===== src/rtl/pipelined_approx_adder_if.sv =====
// Operand/result stream bundle for pipelined_approx_adder.
// The master side produces operands and consumes results; the slave side is the adder.
interface pipelined_approx_adder_if #(
  parameter int WIDTH = 16
);
  logic             in_valid;
  logic             in_ready;
  logic [WIDTH-1:0] in_a;
  logic [WIDTH-1:0] in_b;
  logic             in_approx;
  logic             out_valid;
  logic             out_ready;
  logic [WIDTH:0]   out_sum;
  logic             out_approx;

  modport master (
    output in_valid, in_a, in_b, in_approx, out_ready,
    input  in_ready, out_valid, out_sum, out_approx
  );

  modport slave (
    input  in_valid, in_a, in_b, in_approx, out_ready,
    output in_ready, out_valid, out_sum, out_approx
  );
endinterface


===== src/rtl/pipelined_approx_adder.sv =====
// Pipelined adder, one SEG-bit carry-lookahead segment per register stage,
// with a runtime lower-part-OR approximation over the APPROX_BITS LSBs.
// Optional on-line error counter: define PIPELINED_APPROX_ADDER_ERR_STAT_EN.
module pipelined_approx_adder #(
  parameter int WIDTH       = 16,
  parameter int SEG         = 4,
  parameter int APPROX_BITS = 4
) (
  input  logic clk,
  input  logic rst_n,
  pipelined_approx_adder_if.slave bus
`ifdef PIPELINED_APPROX_ADDER_ERR_STAT_EN
  ,
  input  logic        err_clr,
  output logic [31:0] err_cnt
`endif
);

  localparam int NSEG = WIDTH / SEG;

  // Whole pipeline moves as one: a bubble is never squashed under stall.
  logic adv;
  assign adv          = !bus.out_valid || bus.out_ready;
  assign bus.in_ready = adv;

  for (genvar k = 0; k < NSEG; k++) begin : g_stage
    logic             vld_in, apx_in, c_in;
    logic [WIDTH-1:0] a_in, b_in, s_in;
    logic             vld_q, apx_q, c_q, c_d;
    logic [WIDTH-1:0] a_q, b_q, s_q, s_d;
`ifdef PIPELINED_APPROX_ADDER_ERR_STAT_EN
    logic             ec_in, ec_q, ec_d;
    logic [WIDTH-1:0] es_in, es_q, es_d;
`endif

    if (k == 0) begin : g_head
      assign vld_in = bus.in_valid;
      assign apx_in = bus.in_approx;
      assign a_in   = bus.in_a;
      assign b_in   = bus.in_b;
      assign s_in   = '0;
      assign c_in   = 1'b0;
`ifdef PIPELINED_APPROX_ADDER_ERR_STAT_EN
      assign es_in  = '0;
      assign ec_in  = 1'b0;
`endif
    end else begin : g_body
      assign vld_in = g_stage[k-1].vld_q;
      assign apx_in = g_stage[k-1].apx_q;
      assign a_in   = g_stage[k-1].a_q;
      assign b_in   = g_stage[k-1].b_q;
      assign s_in   = g_stage[k-1].s_q;
      assign c_in   = g_stage[k-1].c_q;
`ifdef PIPELINED_APPROX_ADDER_ERR_STAT_EN
      assign es_in  = g_stage[k-1].es_q;
      assign ec_in  = g_stage[k-1].ec_q;
`endif
    end

    // Segment k: per-bit generate/propagate, OR-ed bits in the approximated region.
    // Inside that region the carry is just G, so bit APPROX_BITS sees a&b of the top approx bit.
    always_comb begin
      s_d = s_in;
      c_d = c_in;
`ifdef PIPELINED_APPROX_ADDER_ERR_STAT_EN
      es_d = es_in;
      ec_d = ec_in;
`endif
      for (int j = 0; j < SEG; j++) begin
        if (apx_in && (k * SEG + j < APPROX_BITS)) begin
          s_d[k*SEG+j] = a_in[k*SEG+j] | b_in[k*SEG+j];
          c_d          = a_in[k*SEG+j] & b_in[k*SEG+j];
        end else begin
          s_d[k*SEG+j] = a_in[k*SEG+j] ^ b_in[k*SEG+j] ^ c_d;
          c_d          = (a_in[k*SEG+j] & b_in[k*SEG+j]) |
                         ((a_in[k*SEG+j] | b_in[k*SEG+j]) & c_d);
        end
`ifdef PIPELINED_APPROX_ADDER_ERR_STAT_EN
        es_d[k*SEG+j] = a_in[k*SEG+j] ^ b_in[k*SEG+j] ^ ec_d;
        ec_d          = (a_in[k*SEG+j] & b_in[k*SEG+j]) |
                        ((a_in[k*SEG+j] | b_in[k*SEG+j]) & ec_d);
`endif
      end
    end

    // Stage register with skew: operands ride along for later segments.
    always_ff @(posedge clk) begin
      if (!rst_n) begin
        vld_q <= 1'b0;
        apx_q <= 1'b0;
        a_q   <= '0;
        b_q   <= '0;
        s_q   <= '0;
        c_q   <= 1'b0;
`ifdef PIPELINED_APPROX_ADDER_ERR_STAT_EN
        es_q  <= '0;
        ec_q  <= 1'b0;
`endif
      end else if (adv) begin
        vld_q <= vld_in;
        apx_q <= apx_in;
        a_q   <= a_in;
        b_q   <= b_in;
        s_q   <= s_d;
        c_q   <= c_d;
`ifdef PIPELINED_APPROX_ADDER_ERR_STAT_EN
        es_q  <= es_d;
        ec_q  <= ec_d;
`endif
      end
    end

    // Already-consumed operand bits are carried but never read again.
    logic unused_skew;
    assign unused_skew = ^{a_q, b_q, a_in, b_in};
  end

  assign bus.out_valid  = g_stage[NSEG-1].vld_q;
  assign bus.out_approx = g_stage[NSEG-1].apx_q;
  assign bus.out_sum    = {g_stage[NSEG-1].c_q, g_stage[NSEG-1].s_q};

`ifdef PIPELINED_APPROX_ADDER_ERR_STAT_EN
  logic [31:0] err_cnt_q;
  logic        xfer, mism;
  assign xfer = bus.out_valid && bus.out_ready;
  assign mism = bus.out_sum != {g_stage[NSEG-1].ec_q, g_stage[NSEG-1].es_q};

  // Saturating count of delivered results that differ from the exact sum.
  always_ff @(posedge clk) begin
    if (!rst_n) begin
      err_cnt_q <= '0;
    end else if (err_clr) begin
      err_cnt_q <= '0;
    end else if (xfer && mism && (err_cnt_q != 32'hFFFF_FFFF)) begin
      err_cnt_q <= err_cnt_q + 32'd1;
    end
  end
  assign err_cnt = err_cnt_q;
`endif

endmodule


===== src/flat_wrapper.sv =====
// flat-port wrapper written by rule: the top's interface ports become plain ports
module pipelined_approx_adder_flat 
#(
  parameter int WIDTH       = 16,
  parameter int SEG         = 4,
  parameter int APPROX_BITS = 4
)
  (clk, rst_n, bus_in_valid, bus_in_a, bus_in_b, bus_in_approx, bus_out_ready, bus_in_ready, bus_out_valid, bus_out_sum, bus_out_approx);
  pipelined_approx_adder_if #(.WIDTH(WIDTH)) bus_i ();
  input  logic clk;
  input  logic rst_n;
  input wire logic [$bits(bus_i.in_valid)-1:0] bus_in_valid;
  input wire logic [$bits(bus_i.in_a)-1:0] bus_in_a;
  input wire logic [$bits(bus_i.in_b)-1:0] bus_in_b;
  input wire logic [$bits(bus_i.in_approx)-1:0] bus_in_approx;
  input wire logic [$bits(bus_i.out_ready)-1:0] bus_out_ready;
  output wire logic [$bits(bus_i.in_ready)-1:0] bus_in_ready;
  output wire logic [$bits(bus_i.out_valid)-1:0] bus_out_valid;
  output wire logic [$bits(bus_i.out_sum)-1:0] bus_out_sum;
  output wire logic [$bits(bus_i.out_approx)-1:0] bus_out_approx;
  assign bus_i.in_valid = bus_in_valid;
  assign bus_i.in_a = bus_in_a;
  assign bus_i.in_b = bus_in_b;
  assign bus_i.in_approx = bus_in_approx;
  assign bus_i.out_ready = bus_out_ready;
  assign bus_in_ready = bus_i.in_ready;
  assign bus_out_valid = bus_i.out_valid;
  assign bus_out_sum = bus_i.out_sum;
  assign bus_out_approx = bus_i.out_approx;
  pipelined_approx_adder #(.WIDTH(WIDTH), .SEG(SEG), .APPROX_BITS(APPROX_BITS)) u_core (.clk(clk), .rst_n(rst_n), .bus(bus_i));
endmodule

===== config.mk =====
export PLATFORM = sky130hd
export DESIGN_NAME = pipelined_approx_adder_flat
export DESIGN_NICKNAME = d
export VERILOG_FILES = /design/src/rtl/pipelined_approx_adder_if.sv /design/src/rtl/pipelined_approx_adder.sv /design/src/flat_wrapper.sv
export SDC_FILE = /design/constraint.sdc
export NUM_CORES = 1
export LEC_CHECK = 0
export ABC_CLOCK_PERIOD_IN_PS = 2740
export BUFFER_PORTS_ARGS = -buffer_cell sky130_fd_sc_hd__buf_2
export CAP_MARGIN = 10
export CORE_MARGIN = 2
export CORE_UTILIZATION = 45
export DETAILED_ROUTE_END_ITERATION = 8
export HOLD_SLACK_MARGIN = 0.05
export SKIP_CTS_REPAIR_TIMING = 1
export SLEW_MARGIN = 10
export SYNTH_ARGS = -nofsm -noshare
export SYNTH_HDL_FRONTEND = slang
export SYNTH_SLANG_ARGS = --single-unit

===== constraint.sdc =====
create_clock -name clk -period 2.74 [get_ports clk]
set_input_delay 0.411 -clock clk [delete_from_list [all_inputs] [get_ports clk]]
set_output_delay 0.411 -clock clk [all_outputs]
set_load 0.1 [all_outputs]

==> impl_metrics.py <==
metrics = {
    "detailed_routing": {
        "wl_um": 7360,
        "via_count": 3029,
        "wl_per_cell_um": 11.5,
        "drt-initial-drc-count": 112,
        "ant_nets": 0,
        "drt-vias-per-instance": 4.72,
        "drt_pass1_iterations": 4,
        "drcViolationCount": 0,
    },
    "setup_path": {
        "cp.arrival_ps": 2720,
        "crit_fanout": 2,
        "start_kind": "flop",
        "worstSetupPathType": "reg2reg",
        "required_ps": 3030,
        "crit_path_end_kind": "flop",
    },
    "cells_and_area": {
        "fill_cells": 913,
        "ff_latch_area_mm2": 0.00200,
        "final_layout_size_suffix_gt1_share_pct": 15.4,
        "fin_nets": 568,
        "multiInputGateArea_mm2": 0.00197,
        "area_delta_synth_final_pct": 10.9,
        "num_antenna_cells": 0,
    },
    "floorplan": {
        "io_pins": 57,
        "dieArea_mm2": 0.0103,
        "core_area_mm2": 0.00924,
        "die_w_um": 101,
        "die_y_um": 101,
        "rows": 35,
        "initial_core_util_pct": 46.2,
    },
    "global_route": {
        "antenna_found_initial": 0,
        "grt_max_degree": 97,
        "grt_overflow": 0,
        "grt_pass1_vias": 2955,
        "grt.total_usage_pct": 15.4,
        "grt_pass1_wl_um": 12800,
    },
    "synthesis": {
        "synth_warnings": 0,
        "synth_top_area_share_pct": 46.9,
        "syn_inst": 473,
        "synth_seq_cells": 100,
        "avgSynthCellArea_um2": 9.02,
        "synth_largest_area_cell": "dfxtp_1",
        "yosysMostFrequentCell": "nand2_1",
        "synthArstFlopShare_pct": 0,
        "syn-num-nets": 533,
        "yosysSeqAreaShare_pct": 46.9,
        "synthTopCellsByCount": "nand2_1 (189), dfxtp_1 (100), a21boi_1 (50), a21boi_0 (44), fa_1 (15)",
        "synth_area_mm2": 0.00427,
        "ys.flop_type": "dfxtp_1",
        "synth_edf_count": 0,
        "synth_area_leaders": "dfxtp_1 (47%), nand2_1 (17%), a21boi_1 (8.8%)",
        "synth.distinct_cells": 19,
    },
    "clocking": {
        "htree_levels": 3,
        "cts_max_path_buffers": 2,
        "clock_latency_ps": 360,
        "clock-root-buffer": "clkbuf_8",
        "cts_buffers": 9,
        "cts_tree": "yes",
        "clkSlewWorstSetupHoldPaths_ps": 100,
        "cts.sinks": 100,
    },
    "timing": {
        "rsz0062_at_grt": "false",
        "setup_viol": 0,
        "post-route-period-util_pct": 89.0,
        "clock.fmax_mhz": 410,
        "final-hold-violation-count": 0,
        "worst_clock_skew_ps": 7.64,
        "fin_tns_setup_ps": 0,
        "slew_headroom_pct": 35.6,
        "slew_violations": 0,
        "tightest_slew_ps": 966,
        "fin_crit_ps": 2440,
    },
    "power_and_ir_drop": {
        "total_leakage_power_nw": 2.02,
        "ir_drop_v": 0.000227,
        "powerDensity_mw_per_mm2": 606,
        "finalPower_mw": 2.86,
    },
    "placement": {
        "hpwl_um": 4590,
        "place_congestion": 0.668,
        "port_buffers": 56,
    },
    "hold_path": {
        "hp-class": "in2reg",
    },
    "flow_run": {
        "maxCapViolations": 0,
    },
    "run_status": {
        "status": "finished, final reports clean",
    },
}
metrics by stage:
stage | hold WS [ps] | util [%] | std cells | area, µm² | setup WS, ps
6_report | 282 | 51.2 | 642 | 4730 | 300
5_1_grt | 285 | 51.2 | 642 | 4730 | 213
4_1_cts | 262 | 51.2 | 642 | 4730 | 278
3_5_place_dp | 441 | 48.9 | 626 | 4510 | 284
3_3_place_gp | 435 | 48.9 | 626 | 4510 | 316
2_1_floorplan | 431 | - | 473 | 4270 | 383
flip-flops by register name, indices dropped and copies added (netlist names):
signal	count
u_core.g_stage.vld_q	3
u_core.bus.out_approx	1
u_core.g_stage.a_q	24
u_core.g_stage.s_q	40
u_core.bus.out_valid	1
u_core.g_stage.c_q	4
u_core.g_stage.b_q	24
u_core.g_stage.apx_q	3
path summary, 6_finish.rpt:
kind,start,endpoint,depth (start not counted),slack [ps]
min,bus_in_a[13],u_core.g_stage[0].a_q[13],3,280
min reg2reg,u_core.g_stage[3].s_q[11],u_core.g_stage[3].s_q[11],2,450
max reg2reg,u_core.g_stage[1].b_q[8],u_core.g_stage[2].s_q[11],6,300
max,u_core.g_stage[1].b_q[8],u_core.g_stage[2].s_q[11],6,300
per-layer routing:
| metal | vias to the layer above | GRT usage [%] | part of all wire, % |
|---|---|---|---|
| met2 | 38 | 26.3 | 47 |
| met4 | 0 | 6.55 | 1.5 |
| met1 | 1415 | 19.1 | 49 |
| met5 | - | 0 | 0 |
| met3 | 9 | 2.76 | 2.9 |
| li1 | 1567 | - | - |
cells by family (layout without fill, tap and decap cells):
family / Yosys count / count (layout) / synth area share (%)
and+or+nand+nor: 192 / 192 / 17.2
AOI/OAI and AO/OA: 103 / 103 / 18.0
muxes: 7 / 7 / 1.64
buffers and inverters: 48 / 88 / 6.86
adders and majority gates: 23 / 23 / 9.38
DFF: 100 / 100 / 46.9
where the power goes:
group	switching, mW	internal, mW	leakage, nW
registers	0.0435	1.53	0.822
clock network	0.489	0.520	0.104
logic	0.174	0.108	1.09
cells in the final DEF, fill, tap and decap left out, types with 2 or more instances in the layout:
master     count
inv_1         12
mux2i_1        7
bufinv_16      2
o21ai_2        4
a21boi_0      44
ha_1           8
buf_12         2
buf_2         56
clkbuf_1       2
dfxtp_1      100
a21oi_1        4
nand2_1      189
a21boi_1      50
nand3_1        2
fa_1          15
clkbuf_8       9
worst max-delay path, stage by stage (launching register included):
cell and delay (ps):
dfxtp_1 340, fa_1 460, fa_1 460, fa_1 440
fa_1 480, nand2_1 40, a21boi_0 160
area by class of cell:
cell class / count / share of cell area [%]
Sequential cell: 100 / 42.3
Multi-Input combinational cell: 325 / 41.7
Timing Repair Buffer: 59 / 6.93
Tap cell: 129 / 3.41
Clock buffer: 11 / 2.78
Clock inverter: 5 / 1.80
Inverter: 13 / 1.08
No activity file was read; power rests on OpenSTA's default activity.
